**config.mk**
```make
export PLATFORM = sky130hd
export DESIGN_NAME = cluster_accumulator_flat
export DESIGN_NICKNAME = d
export VERILOG_FILES = /design/src/rtl/cluster_accumulator_pkg.sv /design/src/rtl/cluster_accumulator_if.sv /design/src/rtl/cluster_acc_bank.sv /design/src/rtl/cluster_accumulator.sv /design/src/flat_wrapper.sv
export SDC_FILE = /design/constraint.sdc
export NUM_CORES = 1
export LEC_CHECK = 0
export CORE_MARGIN = 3
export CORE_UTILIZATION = 67
export CTS_BUF_LIST = sky130_fd_sc_hd__clkbuf_2
export DETAILED_ROUTE_END_ITERATION = 7
export DONT_BUFFER_PORTS = 1
export HOLD_SLACK_MARGIN = 0.1
export PLACE_DENSITY = 0.83
export SLEW_MARGIN = 20
export SYNTH_ARGS = -nofsm -noshare
export SYNTH_HDL_FRONTEND = slang
export SYNTH_HIERARCHICAL = 1
export SYNTH_SLANG_ARGS = --single-unit
```
**constraint.sdc**
```tcl
create_clock -name clk -period 12.45 [get_ports clk]
set_input_delay 2.49 -clock clk [delete_from_list [all_inputs] [get_ports clk]]
set_output_delay 2.49 -clock clk [all_outputs]
set_load 0.01 [all_outputs]
```
**src/rtl/cluster_accumulator_pkg.sv**
```systemverilog
// kmeans_pkg: shared constants, FSM state type and label-width helper for
// the K-means cluster accumulator (cluster_accumulator, cluster_acc_bank,
// cluster_accumulator_if).
package kmeans_pkg;

  localparam int unsigned K     = 4;   // number of clusters
  localparam int unsigned DW    = 8;   // coordinate width (unsigned)
  localparam int unsigned SUM_W = 20;  // per-cluster coordinate sum width
  localparam int unsigned CNT_W = 12;  // per-cluster member count width
  localparam int unsigned QW    = 8;   // divider quotient width

  // Smallest width able to encode n distinct labels (minimum 1 bit).
  function automatic int unsigned label_width(input int unsigned n);
    int unsigned w;
    w = 1;
    while ((32'd1 << w) < n) w = w + 1;
    return w;
  endfunction

  localparam int unsigned LW = label_width(K);

  typedef enum logic [2:0] {
    S_IDLE  = 3'd0,
    S_ACCUM = 3'd1,
    S_ISSUE = 3'd2,
    S_WAIT  = 3'd3,
    S_GAP   = 3'd4,
    S_DONE  = 3'd5
  } acc_state_t;

endpackage

```
**src/rtl/cluster_accumulator_if.sv**
```systemverilog
// cluster_accumulator_if: bundles the labelled point stream, the divider
// request/response handshake and the centroid/status outputs.
//   slave  : accumulator side (consumes points, drives divider requests)
//   master : environment side (produces points, answers divider requests)
interface cluster_accumulator_if;
  import kmeans_pkg::*;

  logic                pt_valid;
  logic                pt_ready;
  logic [DW-1:0]       pt_x;
  logic [DW-1:0]       pt_y;
  logic [LW-1:0]       pt_label;
  logic                pt_last;

  logic                div_valid;
  logic [SUM_W-1:0]    div_dividend;
  logic [CNT_W-1:0]    div_divisor;
  logic                div_done;
  logic [QW-1:0]       div_quot;

  logic [K*DW-1:0]     cent_x;
  logic [K*DW-1:0]     cent_y;
  logic                epoch_done;
  logic                overflow;

  modport slave (
    input  pt_valid, pt_x, pt_y, pt_label, pt_last, div_done, div_quot,
    output pt_ready, div_valid, div_dividend, div_divisor,
           cent_x, cent_y, epoch_done, overflow
  );

  modport master (
    output pt_valid, pt_x, pt_y, pt_label, pt_last, div_done, div_quot,
    input  pt_ready, div_valid, div_dividend, div_divisor,
           cent_x, cent_y, epoch_done, overflow
  );

endinterface

```
**src/rtl/cluster_acc_bank.sv**
```systemverilog
// cluster_acc_bank: K x (sum_x, sum_y, cnt) register file.
//   clk, rst      : clock, asynchronous active-high reset
//   wr_en         : accumulate (wr_x, wr_y) into cluster wr_label
//   wr_sat        : write attempted on a cluster whose count is saturated
//                   (the point is dropped)
//   clr           : synchronous clear of every sum and count
//   rd_k, rd_d    : combinational read index (rd_d = 0 -> x, 1 -> y)
//   rd_sum, rd_cnt: selected sum and the count of cluster rd_k
module cluster_acc_bank
  import kmeans_pkg::*;
(
  input  logic             clk,
  input  logic             rst,
  input  logic             wr_en,
  input  logic [LW-1:0]    wr_label,
  input  logic [DW-1:0]    wr_x,
  input  logic [DW-1:0]    wr_y,
  output logic             wr_sat,
  input  logic             clr,
  input  logic [LW-1:0]    rd_k,
  input  logic             rd_d,
  output logic [SUM_W-1:0] rd_sum,
  output logic [CNT_W-1:0] rd_cnt
);

  logic [SUM_W-1:0] sum_x_q [K];
  logic [SUM_W-1:0] sum_x_d [K];
  logic [SUM_W-1:0] sum_y_q [K];
  logic [SUM_W-1:0] sum_y_d [K];
  logic [CNT_W-1:0] cnt_q   [K];
  logic [CNT_W-1:0] cnt_d   [K];

  logic label_ok;

  // Widen before comparing so a label field that can exceed K-1 is caught
  // when K is not a power of two.
  assign label_ok = (32'(wr_label) < K);
  assign wr_sat   = wr_en && label_ok && (cnt_q[wr_label] == '1);

  always_comb begin
    sum_x_d = sum_x_q;
    sum_y_d = sum_y_q;
    cnt_d   = cnt_q;
    if (clr) begin
      for (int unsigned i = 0; i < K; i++) begin
        sum_x_d[i] = '0;
        sum_y_d[i] = '0;
        cnt_d[i]   = '0;
      end
    end else if (wr_en && label_ok && !wr_sat) begin
      sum_x_d[wr_label] = sum_x_q[wr_label] + SUM_W'(wr_x);
      sum_y_d[wr_label] = sum_y_q[wr_label] + SUM_W'(wr_y);
      cnt_d[wr_label]   = cnt_q[wr_label] + CNT_W'(1);
    end
  end

  always_ff @(posedge clk or posedge rst) begin
    if (rst) begin
      sum_x_q <= '{default: '0};
      sum_y_q <= '{default: '0};
      cnt_q   <= '{default: '0};
    end else begin
      sum_x_q <= sum_x_d;
      sum_y_q <= sum_y_d;
      cnt_q   <= cnt_d;
    end
  end

  assign rd_sum = rd_d ? sum_y_q[rd_k] : sum_x_q[rd_k];
  assign rd_cnt = cnt_q[rd_k];

endmodule

```
**src/rtl/cluster_accumulator.sv**
```systemverilog
// cluster_accumulator: K-means update step. Accumulates labelled 2-D points
// into per-cluster sums/counts, then asks an external sequential divider for
// each non-empty (cluster, dimension) mean and captures the quotients as the
// new centroids.
//   clk, rst : clock, asynchronous active-high reset
//   bus      : cluster_accumulator_if.slave
//              point stream   pt_valid/pt_ready/pt_x/pt_y/pt_label/pt_last
//              divider        div_valid/div_dividend/div_divisor/div_done/div_quot
//              results        cent_x/cent_y (cluster k at [k*DW +: DW]),
//                             epoch_done pulse, sticky overflow
module cluster_accumulator
  import kmeans_pkg::*;
(
  input logic                  clk,
  input logic                  rst,
  cluster_accumulator_if.slave bus
);

  acc_state_t       state_q, state_d;
  logic [LW-1:0]    k_q, k_d;
  logic             d_q, d_d;            // 0 -> x, 1 -> y
  logic             pt_ready_q, pt_ready_d;
  logic             div_valid_q, div_valid_d;
  logic [SUM_W-1:0] dividend_q, dividend_d;
  logic [CNT_W-1:0] divisor_q, divisor_d;
  logic             epoch_done_q, epoch_done_d;
  logic             overflow_q, overflow_d;
  logic [DW-1:0]    cx_q [K];
  logic [DW-1:0]    cx_d [K];
  logic [DW-1:0]    cy_q [K];
  logic [DW-1:0]    cy_d [K];

  logic             accept;
  logic             wr_sat;
  logic             bank_clr;
  logic [SUM_W-1:0] rd_sum;
  logic [CNT_W-1:0] rd_cnt;
  logic             last_k;

  assign accept   = bus.pt_valid && pt_ready_q;
  assign bank_clr = (state_q == S_DONE);
  assign last_k   = (k_q == LW'(K - 1));

  cluster_acc_bank u_bank (
    .clk      (clk),
    .rst      (rst),
    .wr_en    (accept),
    .wr_label (bus.pt_label),
    .wr_x     (bus.pt_x),
    .wr_y     (bus.pt_y),
    .wr_sat   (wr_sat),
    .clr      (bank_clr),
    .rd_k     (k_q),
    .rd_d     (d_q),
    .rd_sum   (rd_sum),
    .rd_cnt   (rd_cnt)
  );

  always_comb begin
    state_d      = state_q;
    k_d          = k_q;
    d_d          = d_q;
    div_valid_d  = 1'b0;
    dividend_d   = dividend_q;
    divisor_d    = divisor_q;
    epoch_done_d = 1'b0;
    overflow_d   = overflow_q | (accept && wr_sat);
    cx_d         = cx_q;
    cy_d         = cy_q;

    unique case (state_q)
      S_IDLE, S_ACCUM: begin
        if (accept) state_d = bus.pt_last ? S_ISSUE : S_ACCUM;
      end
      S_ISSUE: begin
        if (rd_cnt == '0) begin
          // Empty cluster: both dimensions skipped in this one cycle.
          d_d = 1'b0;
          if (last_k) begin
            k_d          = '0;
            state_d      = S_DONE;
            epoch_done_d = 1'b1;
          end else begin
            k_d = k_q + LW'(1);
          end
        end else begin
          div_valid_d = 1'b1;
          dividend_d  = rd_sum;
          divisor_d   = rd_cnt;
          state_d     = S_WAIT;
        end
      end
      S_WAIT: begin
        if (bus.div_done) begin
          if (d_q) cy_d[k_q] = DW'(bus.div_quot);
          else     cx_d[k_q] = DW'(bus.div_quot);
          state_d = S_GAP;
        end
      end
      S_GAP: begin
        // Hold off until the divider drops done so a long done pulse can
        // neither double-capture nor overlap the next request.
        if (!bus.div_done) begin
          if (!d_q) begin
            d_d     = 1'b1;
            state_d = S_ISSUE;
          end else if (last_k) begin
            d_d          = 1'b0;
            k_d          = '0;
            state_d      = S_DONE;
            epoch_done_d = 1'b1;
          end else begin
            d_d     = 1'b0;
            k_d     = k_q + LW'(1);
            state_d = S_ISSUE;
          end
        end
      end
      S_DONE: begin
        overflow_d = 1'b0;
        state_d    = S_IDLE;
      end
      default: state_d = S_IDLE;
    endcase

    // Registered from the next state so pt_ready reads 0 under reset yet
    // still tracks IDLE/ACCUM exactly once running.
    pt_ready_d = (state_d == S_IDLE) || (state_d == S_ACCUM);
  end

  always_ff @(posedge clk or posedge rst) begin
    if (rst) begin
      state_q      <= S_IDLE;
      k_q          <= '0;
      d_q          <= 1'b0;
      pt_ready_q   <= 1'b0;
      div_valid_q  <= 1'b0;
      dividend_q   <= '0;
      divisor_q    <= '0;
      epoch_done_q <= 1'b0;
      overflow_q   <= 1'b0;
      cx_q         <= '{default: '0};
      cy_q         <= '{default: '0};
    end else begin
      state_q      <= state_d;
      k_q          <= k_d;
      d_q          <= d_d;
      pt_ready_q   <= pt_ready_d;
      div_valid_q  <= div_valid_d;
      dividend_q   <= dividend_d;
      divisor_q    <= divisor_d;
      epoch_done_q <= epoch_done_d;
      overflow_q   <= overflow_d;
      cx_q         <= cx_d;
      cy_q         <= cy_d;
    end
  end

  logic [K*DW-1:0] cent_x_flat, cent_y_flat;

  always_comb begin
    cent_x_flat = '0;
    cent_y_flat = '0;
    for (int unsigned i = 0; i < K; i++) begin
      cent_x_flat[i*DW +: DW] = cx_q[i];
      cent_y_flat[i*DW +: DW] = cy_q[i];
    end
  end

  assign bus.pt_ready     = pt_ready_q;
  assign bus.div_valid    = div_valid_q;
  assign bus.div_dividend = dividend_q;
  assign bus.div_divisor  = divisor_q;
  assign bus.cent_x       = cent_x_flat;
  assign bus.cent_y       = cent_y_flat;
  assign bus.epoch_done   = epoch_done_q;
  assign bus.overflow     = overflow_q;

endmodule

```
**src/flat_wrapper.sv**
```systemverilog
// flat-port wrapper written by rule: the top's interface ports become plain ports
module cluster_accumulator_flat import kmeans_pkg::*;
  (clk, rst, bus_pt_valid, bus_pt_x, bus_pt_y, bus_pt_label, bus_pt_last, bus_div_done, bus_div_quot, bus_pt_ready, bus_div_valid, bus_div_dividend, bus_div_divisor, bus_cent_x, bus_cent_y, bus_epoch_done, bus_overflow);
  cluster_accumulator_if bus_i ();
  input logic clk;
  input logic rst;
  input wire logic [$bits(bus_i.pt_valid)-1:0] bus_pt_valid;
  input wire logic [$bits(bus_i.pt_x)-1:0] bus_pt_x;
  input wire logic [$bits(bus_i.pt_y)-1:0] bus_pt_y;
  input wire logic [$bits(bus_i.pt_label)-1:0] bus_pt_label;
  input wire logic [$bits(bus_i.pt_last)-1:0] bus_pt_last;
  input wire logic [$bits(bus_i.div_done)-1:0] bus_div_done;
  input wire logic [$bits(bus_i.div_quot)-1:0] bus_div_quot;
  output wire logic [$bits(bus_i.pt_ready)-1:0] bus_pt_ready;
  output wire logic [$bits(bus_i.div_valid)-1:0] bus_div_valid;
  output wire logic [$bits(bus_i.div_dividend)-1:0] bus_div_dividend;
  output wire logic [$bits(bus_i.div_divisor)-1:0] bus_div_divisor;
  output wire logic [$bits(bus_i.cent_x)-1:0] bus_cent_x;
  output wire logic [$bits(bus_i.cent_y)-1:0] bus_cent_y;
  output wire logic [$bits(bus_i.epoch_done)-1:0] bus_epoch_done;
  output wire logic [$bits(bus_i.overflow)-1:0] bus_overflow;
  assign bus_i.pt_valid = bus_pt_valid;
  assign bus_i.pt_x = bus_pt_x;
  assign bus_i.pt_y = bus_pt_y;
  assign bus_i.pt_label = bus_pt_label;
  assign bus_i.pt_last = bus_pt_last;
  assign bus_i.div_done = bus_div_done;
  assign bus_i.div_quot = bus_div_quot;
  assign bus_pt_ready = bus_i.pt_ready;
  assign bus_div_valid = bus_i.div_valid;
  assign bus_div_dividend = bus_i.div_dividend;
  assign bus_div_divisor = bus_i.div_divisor;
  assign bus_cent_x = bus_i.cent_x;
  assign bus_cent_y = bus_i.cent_y;
  assign bus_epoch_done = bus_i.epoch_done;
  assign bus_overflow = bus_i.overflow;
  cluster_accumulator u_core (.clk(clk), .rst(rst), .bus(bus_i));
endmodule
```
# == Yosys cells after proc, flatten, opt, wreduce, memory -nomap -nowiden ==
# Index checks and enable logic that the tools add are counted.
# totals
output_inout_bits,100
ramBits,0
romBits,0
memories,0
elab_cells,134
reg_bits,314
latchBits,0
# classes
div,0
order_cmp,4
n_mux,62
multipliers,0
reduce_logical,19
bitwise,5
n_eq_ne,11
n_addsub,4
n_shift,0
# ops
cell,n
$mux W80,4
$mux W20,10
$bmux W20 S2,4
$bwmux W80,2
$mux W48,2
$bwmux W32,2
$mux W12,5
$bmux W12 S2,2
$bwmux W48,1
$add A20 B8 Y20,2
$demux W20 S2,1
$demux W12 S2,1
$mux W3,7
$demux W8 S2,1
$add A12 B1 Y12 const B,1
$eq A12 B12 Y1 const B,1
$logic_not A12 Y1,1
$pmux W3 S4,1
$mux W1,10
$mux W2,5
$reduce_and A3 Y1,3
$mux W8,1
$eq A3 B1 Y1 const B,2
$eq A3 B2 Y1 const B,2
20 further kinds,34

# == Logic depth before layout (Yosys ltp) ==
# depth
word_depth,10
ltp_mapped,14

# == Modules after synthesis ==
# The synthesis kept the hierarchy.
# modules_own_cells
mod,instances,cells_each,area_each_um2,seq_area_each_um2
cluster_acc_bank,1,842,11453.5,5205.0
cluster_accumulator,1,268,4156.5,2652.5

# == Worst setup path before layout ==
# Ideal clock, no wire load.
# synth_path
path_kind,input to register
start,in bus_pt_label[0]
end,reg u_core/u_bank/sum_x_q[78] (netlist name)
required_time_ps,12319
path_stages,14
setup_ps,131
path_slack_ps,6454
n_path_buf,5
t_arrival_ps,5866
path_cell_list,buf_4 buf_4 buf_4 buf_2 buf_2 mux4_2 ha_1 fa_1 nand3_1 a21oi_1 o41ai_1 nor3_1 xnor2_1 o21ai_1
# synth_between
elab_chain_len,9
elab_cells_between_ends,21
# synth_rtl
item,line_no,rtl
from (decl),flat_wrapper.sv:10,input wire logic [$bits(bus_i.pt_label)-1:0] bus_pt_label;
$not A2 Y3 (not written as such) (*),"cluster_acc_bank.sv:38, cluster_acc_bank.sv:51",
"parallel branches: the longest is 8 deep, another holds $add A20 B8 Y20",n/a,
to (signal assigned),cluster_acc_bank.sv:63,sum_x_q <= sum_x_d;
to (decl),cluster_acc_bank.sv:26,logic [SUM_W-1:0] sum_x_q [K];
# Every way passes the cells marked *. The select of a mux whose other input is x is not followed.
# A chain may end at the register's enable or synchronous reset.

# == Worst setup path after layout ==
# layout_path
start,in bus_pt_label[0]
end,reg u_core/u_bank/sum_y_q[76] (netlist name)
# layout_between
elab_chain_len,9
elab_cells_between_ends,21
# layout_rtl
item,line_no,rtl
$not A2 Y3 (not written as such) (*),"cluster_acc_bank.sv:38, cluster_acc_bank.sv:52",
"parallel branches: the longest is 8 deep, another holds $add A20 B8 Y20",n/a,
to (signal assigned),cluster_acc_bank.sv:64,sum_y_q <= sum_y_d;
to (decl),cluster_acc_bank.sv:28,logic [SUM_W-1:0] sum_y_q [K];
# Marked as above.

==> impl_summary.log <==
[metrics] run status: finished clean
[metrics] Setup Crit Path Kind: primary input to register
[metrics] Die ar.: 25,200 um2
[metrics] total of warnings raised by yosys: 6
[metrics] R2R depth: 6
[metrics] top sig layer: met4
[metrics] Final Util: 72.2%
[metrics] later-pin clock latency in the skew report: 0.86 ns
[metrics] maximum number of buffers from clock root to sink: 3
[metrics] wire length on met2: 18,700 um
[metrics] setup repair bufs after CTS: 0
[metrics] Detailed Route WL: 37,600 um
[metrics] R2R Path Start: u_core/k_q[0]
[metrics] combinational family with the most area after synthesis: multiplexers
[metrics] quantity of hold-fixing buffers added after cts: 0
[metrics] number of buffer and inverter instances along the worst setup path: 0
[metrics] Synth area leader: sky130_fd_sc_hd__dfrtp_1
[metrics] type of origin of the critical path: primary input
[metrics] main area contributors after synthesis: sky130_fd_sc_hd__dfrtp_1, sky130_fd_sc_hd__mux4_2, sky130_fd_sc_hd__mux2_2
[metrics] area fraction in compound gates after synthesis: 12.9%
[metrics] internal power contribution: 2090 uW
[metrics] DRC violation count after routing: 0
[metrics] via count of the first global-routing pass: 10,800
[metrics] cell count after synthesis: 1,110
[metrics] share of total power in combinational logic: 33.8%
[metrics] Hold Vio Cnt, Final: 0
[metrics] number of buffers created by CTS: 80
[metrics] post-route fraction of the period consumed by the critical path: 38.9%
[metrics] cell-by-cell trace of the critical path: mux4_2, ha_1, fa_1, a211oi_1, nor4b_1, o21ai_0, nor3_1, xnor2_1, o21ai_0
[metrics] count of cells resized by post-cts repair: 0
[metrics] multiplexer share of the synthesized area: 23.8%
[metrics] overall via count from detail_route: 10,500
[metrics] clock-pin slew reported for the worst setup and hold paths after clock tree synthesis: 0.10 ns
[metrics] worst hold path type: register to register
[metrics] routed length on met1: 14,700 um
[metrics] grt total ovfl: 0
[metrics] clock network power share: 21.3%
[metrics] final-layout fill cell count: 1,462
[metrics] Post-Route Skew: 0.0799 ns
[metrics] post-synth net total: 1,164
[metrics] share of synthesized cell area in and, or, nand and nor gates: 5.53%
[metrics] fraction of registers with async set or reset after synthesis: 100%
[metrics] CORE AREA: 22,800 um2
[metrics] number of distinct library cell variants in the gate-level netlist after synthesis: 63
[metrics] largest vdd supply drop: 0.000116 V
[metrics] flop and latch count out of synthesis: 314
[metrics] layout net count: 1,182
[metrics] leakage power figure: 0.00717 uW
[metrics] pin count of the biggest net entering global routing: 122
[metrics] global-route wire length before repair: 58,900 um
[metrics] Slew @ Worst Pin: 1.14 ns
[metrics] CP endpoint kind: register
[metrics] post-layout minimum cycle time: 4.84 ns
[metrics] Worst Setup Slack, final: 7.61 ns
[metrics] TritonCTS sink count: 314
[metrics] clock root buffer master: sky130_fd_sc_hd__clkbuf_2
[metrics] XOR/XNOR share of the synthesized area: 2.52%
[metrics] proportion of total power due to net switching: 37.0%
[metrics] CTS tree: done
[metrics] final hold slack: 0.512 ns
[metrics] horizontal extent of the die: 159 um
[metrics] Starting DRT DRC Count: 1,046
[metrics] routed wl met3: 3160 um
[metrics] Vias per Instance: 7.05
[metrics] power per unit of standard cell area: 202 nW/um2
[metrics] number of enable-type register cells in the synthesized netlist: 0
[metrics] share of the synthesized area in the top cell type: 50.3%
[metrics] Die Ht: 159 um
[metrics] Pins Over Slew Limit: 0
[metrics] sequential power share: 44.9%
[metrics] average wire per standard cell: 25.2 um
[metrics] initial antenna violation count: 1
[metrics] Initial Utilization: 68.5%
[metrics] prevailing post-synth register cell: sky130_fd_sc_hd__dfrtp_1
[metrics] reg-to-reg setup timing slack: 8.69 ns
[metrics] required time of the critical path: 13.13 ns
[metrics] Crit path largest cell delay: 0.67 ns
[metrics] Cell Area, Synth: 15,600 um2
[metrics] setup repair after global routing missed its margin: false
[metrics] NetSw: 1230 uW
[metrics] Slowest-stage cell, CP: sky130_fd_sc_hd__o21ai_0
[metrics] most frequent cell on the critical path: sky130_fd_sc_hd__o21ai_0
[metrics] post-detail-place hpwl: 22,600 um
[metrics] relative area change from synthesis to final layout: 5.31%
[metrics] WHS Path Cells: 2
[metrics] fraction of layout cells with a size suffix above 1: 31.6%
[metrics] maxcap violations: 0
[metrics] Min-Delay Startpoint: u_core/u_bank/sum_y_q[74]
[metrics] number of buffer cells added on primary ports: 0
[metrics] final std cells w/o fill: 1,491
[metrics] I/O pin count: 131
[metrics] endpoint arrival time on the critical path: 5.52 ns
[metrics] relative max-transition margin: 23.3%
[metrics] Top delay family on crit path: compound AO/OA/AOI/OAI gates
[metrics] std cell rows: 55
[metrics] sequential share of the synthesized area: 50.3%
[metrics] total instance count after detailed placement: 1,358
[metrics] largest fanout on the critical path: 58
[metrics] total global routing track utilization: 30.2%
[metrics] iteration count of the initial detailed-routing pass: 5
[metrics] residual antenna-violating net count after detailed routing: 0
[metrics] maximum level of the CTS H-tree: 3
[metrics] post-synthesis share of cell area spent on full adders, half adders and majority gates: 1.94%
[metrics] final setup violating endpoints: 0
[metrics] Max Clk Rate: 207 MHz
[metrics] Post-Route Setup TNS: 0 ns
[metrics] hold path endpoint: u_core/u_bank/sum_y_q[74]
[metrics] worst setup slack after placement: 6.88 ns
[metrics] mean instance size in the synthesized netlist: 14.1 um2
[metrics] Placer Congestion: 0.823
[metrics] reg-to-reg critical path endpoint: u_core/k_q[1]
-- power groups by stage --
stage	Sequential, uW	Clock [uW]	Combinational [uW]
after floorplan	1420	0	927
after global placement	1490	0	1080
after detailed placement	1510	0	1110
after CTS	1490	725	1120
after global routing	1520	779	1210
final	1490	710	1120
-- worst register-to-register path, delay by kind of cell, from the launching register on --
kind / cells / cell delay, ns
and+or+nand+nor: 2 / 1.12
muxes: 2 / 0.93
DFF: 1 / 0.76
buffers and inverters: 1 / 0.63
AOI/OAI and AO/OA: 1 / 0.20
-- cell type report --
cell class                 instances  area, um2  area share (%)
multi-input combinational        708       7300            44.4
sequential                       314       7860            47.8
clock buffer                     113        566            3.44
antenna                            2       5.00          0.0304
timing repair buffer              12        114           0.693
inverter                          12       55.1           0.335
clock inverter                    17        149           0.906
tap                              313        392            2.38
-- routing by layer --
layer,track usage [%],up-vias
met2,49.2,541
met3,7.83,76
met1,40.2,5489
met5,0,-
li1,-,4413
met4,10.1,0
-- sequential cells by signal, indices dropped and copies added, names as in the netlist --
name and cells:
u_core/bus.cent_x 32, u_core/bus.cent_y 32, u_core/bus.div_dividend 20, u_core/bus.div_divisor 12, u_core/bus.div_valid 1, u_core/bus.epoch_done 1, u_core/bus.overflow 1, u_core/bus.pt_ready 1
u_core/d_q 1, u_core/k_q 2, u_core/state_q 3, u_core/u_bank/cnt_q 48, u_core/u_bank/sum_x_q 80, u_core/u_bank/sum_y_q 80
-- layout by cell type (no fill, tap or decap), types with 3 or more instances in the layout --
cell type                   count
sky130_fd_sc_hd__dfrtp_1      312
sky130_fd_sc_hd__mux2_2       117
sky130_fd_sc_hd__clkbuf_2     113
sky130_fd_sc_hd__o2bb2ai_1    106
sky130_fd_sc_hd__mux4_2       101
sky130_fd_sc_hd__a22o_1        64
sky130_fd_sc_hd__nand2_1       55
sky130_fd_sc_hd__o21ai_0       36
sky130_fd_sc_hd__xnor2_1       31
sky130_fd_sc_hd__nor2_1        22
sky130_fd_sc_hd__ha_1          21
sky130_fd_sc_hd__a21oi_1       19
sky130_fd_sc_hd__xor2_1        14
sky130_fd_sc_hd__nor3_1        11
sky130_fd_sc_hd__nand3_1       11
sky130_fd_sc_hd__clkinv_1      10
sky130_fd_sc_hd__inv_1         10
sky130_fd_sc_hd__buf_4         10
sky130_fd_sc_hd__o21ai_1        8
sky130_fd_sc_hd__and2_1         6
sky130_fd_sc_hd__nand4_1        6
sky130_fd_sc_hd__and3_1         5
sky130_fd_sc_hd__nand2b_1       5
sky130_fd_sc_hd__a21o_1         5
sky130_fd_sc_hd__nor2b_1        4
sky130_fd_sc_hd__a211oi_1       4
sky130_fd_sc_hd__bufinv_16      3
sky130_fd_sc_hd__nand4b_1       3
sky130_fd_sc_hd__o221ai_1       3
sky130_fd_sc_hd__mux4_1         3
sky130_fd_sc_hd__mux2i_1        3
-- cells in the mapped netlist, types with 4 or more instances --
| master | number |
|---|---|
| sky130_fd_sc_hd__ha_1 | 21 |
| sky130_fd_sc_hd__and3_1 | 5 |
| sky130_fd_sc_hd__a211oi_1 | 4 |
| sky130_fd_sc_hd__xnor2_1 | 31 |
| sky130_fd_sc_hd__nor2b_1 | 4 |
| sky130_fd_sc_hd__inv_1 | 12 |
| sky130_fd_sc_hd__nand4_1 | 6 |
| sky130_fd_sc_hd__a21o_1 | 5 |
| sky130_fd_sc_hd__o2bb2ai_1 | 106 |
| sky130_fd_sc_hd__dfrtp_1 | 314 |
| sky130_fd_sc_hd__o21ai_1 | 8 |
| sky130_fd_sc_hd__nand3_1 | 12 |
| sky130_fd_sc_hd__mux4_2 | 101 |
| sky130_fd_sc_hd__a22o_1 | 64 |
| sky130_fd_sc_hd__mux2_2 | 117 |
| sky130_fd_sc_hd__nor2_1 | 23 |
| sky130_fd_sc_hd__buf_1 | 5 |
| sky130_fd_sc_hd__buf_2 | 26 |
| sky130_fd_sc_hd__nor3_1 | 11 |
| sky130_fd_sc_hd__buf_4 | 14 |
| sky130_fd_sc_hd__nand2_1 | 55 |
| sky130_fd_sc_hd__o21ai_0 | 36 |
| sky130_fd_sc_hd__clkbuf_1 | 23 |
| sky130_fd_sc_hd__nand2b_1 | 5 |
| sky130_fd_sc_hd__xor2_1 | 14 |
| sky130_fd_sc_hd__and2_1 | 6 |
| sky130_fd_sc_hd__a21oi_1 | 19 |
| sky130_fd_sc_hd__buf_6 | 7 |
-- per-stage QoR --
| step | area [um2] | total power (uW) |
|---|---|---|
| 6_report | 16400 | 3320 |
| 5_1_grt | 16400 | 3510 |
| 4_1_cts | 16400 | 3330 |
| 3_5_place_dp | 15700 | 2620 |
| 3_3_place_gp | 15700 | 2570 |
| 2_1_floorplan | 15600 | 2340 |
-- how the worst max path moves through the flow --
| stage | slack [ns] | start | depth (start not counted) | endpoint |
|---|---|---|---|---|
| global route | 7.54 | bus_pt_label[0] | 9 | u_core/u_bank/sum_y_q[76] |
| CTS | 7.75 | bus_pt_label[0] | 9 | u_core/u_bank/sum_y_q[76] |
| floorplan | 4.28 | rst | 1 | u_core/u_bank/cnt_q[0] |
| detailed placement | 6.88 | bus_pt_label[0] | 9 | u_core/u_bank/sum_y_q[76] |
| global placement | 7.02 | bus_pt_label[0] | 9 | u_core/u_bank/sum_y_q[76] |
| finish | 7.61 | bus_pt_label[0] | 9 | u_core/u_bank/sum_y_q[76] |
-- cells by family (layout without fill, tap and decap cells) --
kind of cell | after synthesis | after routing
AOI/OAI and AO/OA | 257 | 257
xor gates and xnor gates | 45 | 45
adders and majority gates | 23 | 23
buffers and inverters | 88 | 154
DFF | 314 | 314
muxes | 225 | 225
other | 0 | 2
and+or+nand+nor | 158 | 158
No activity file was read; power rests on OpenSTA's default activity.
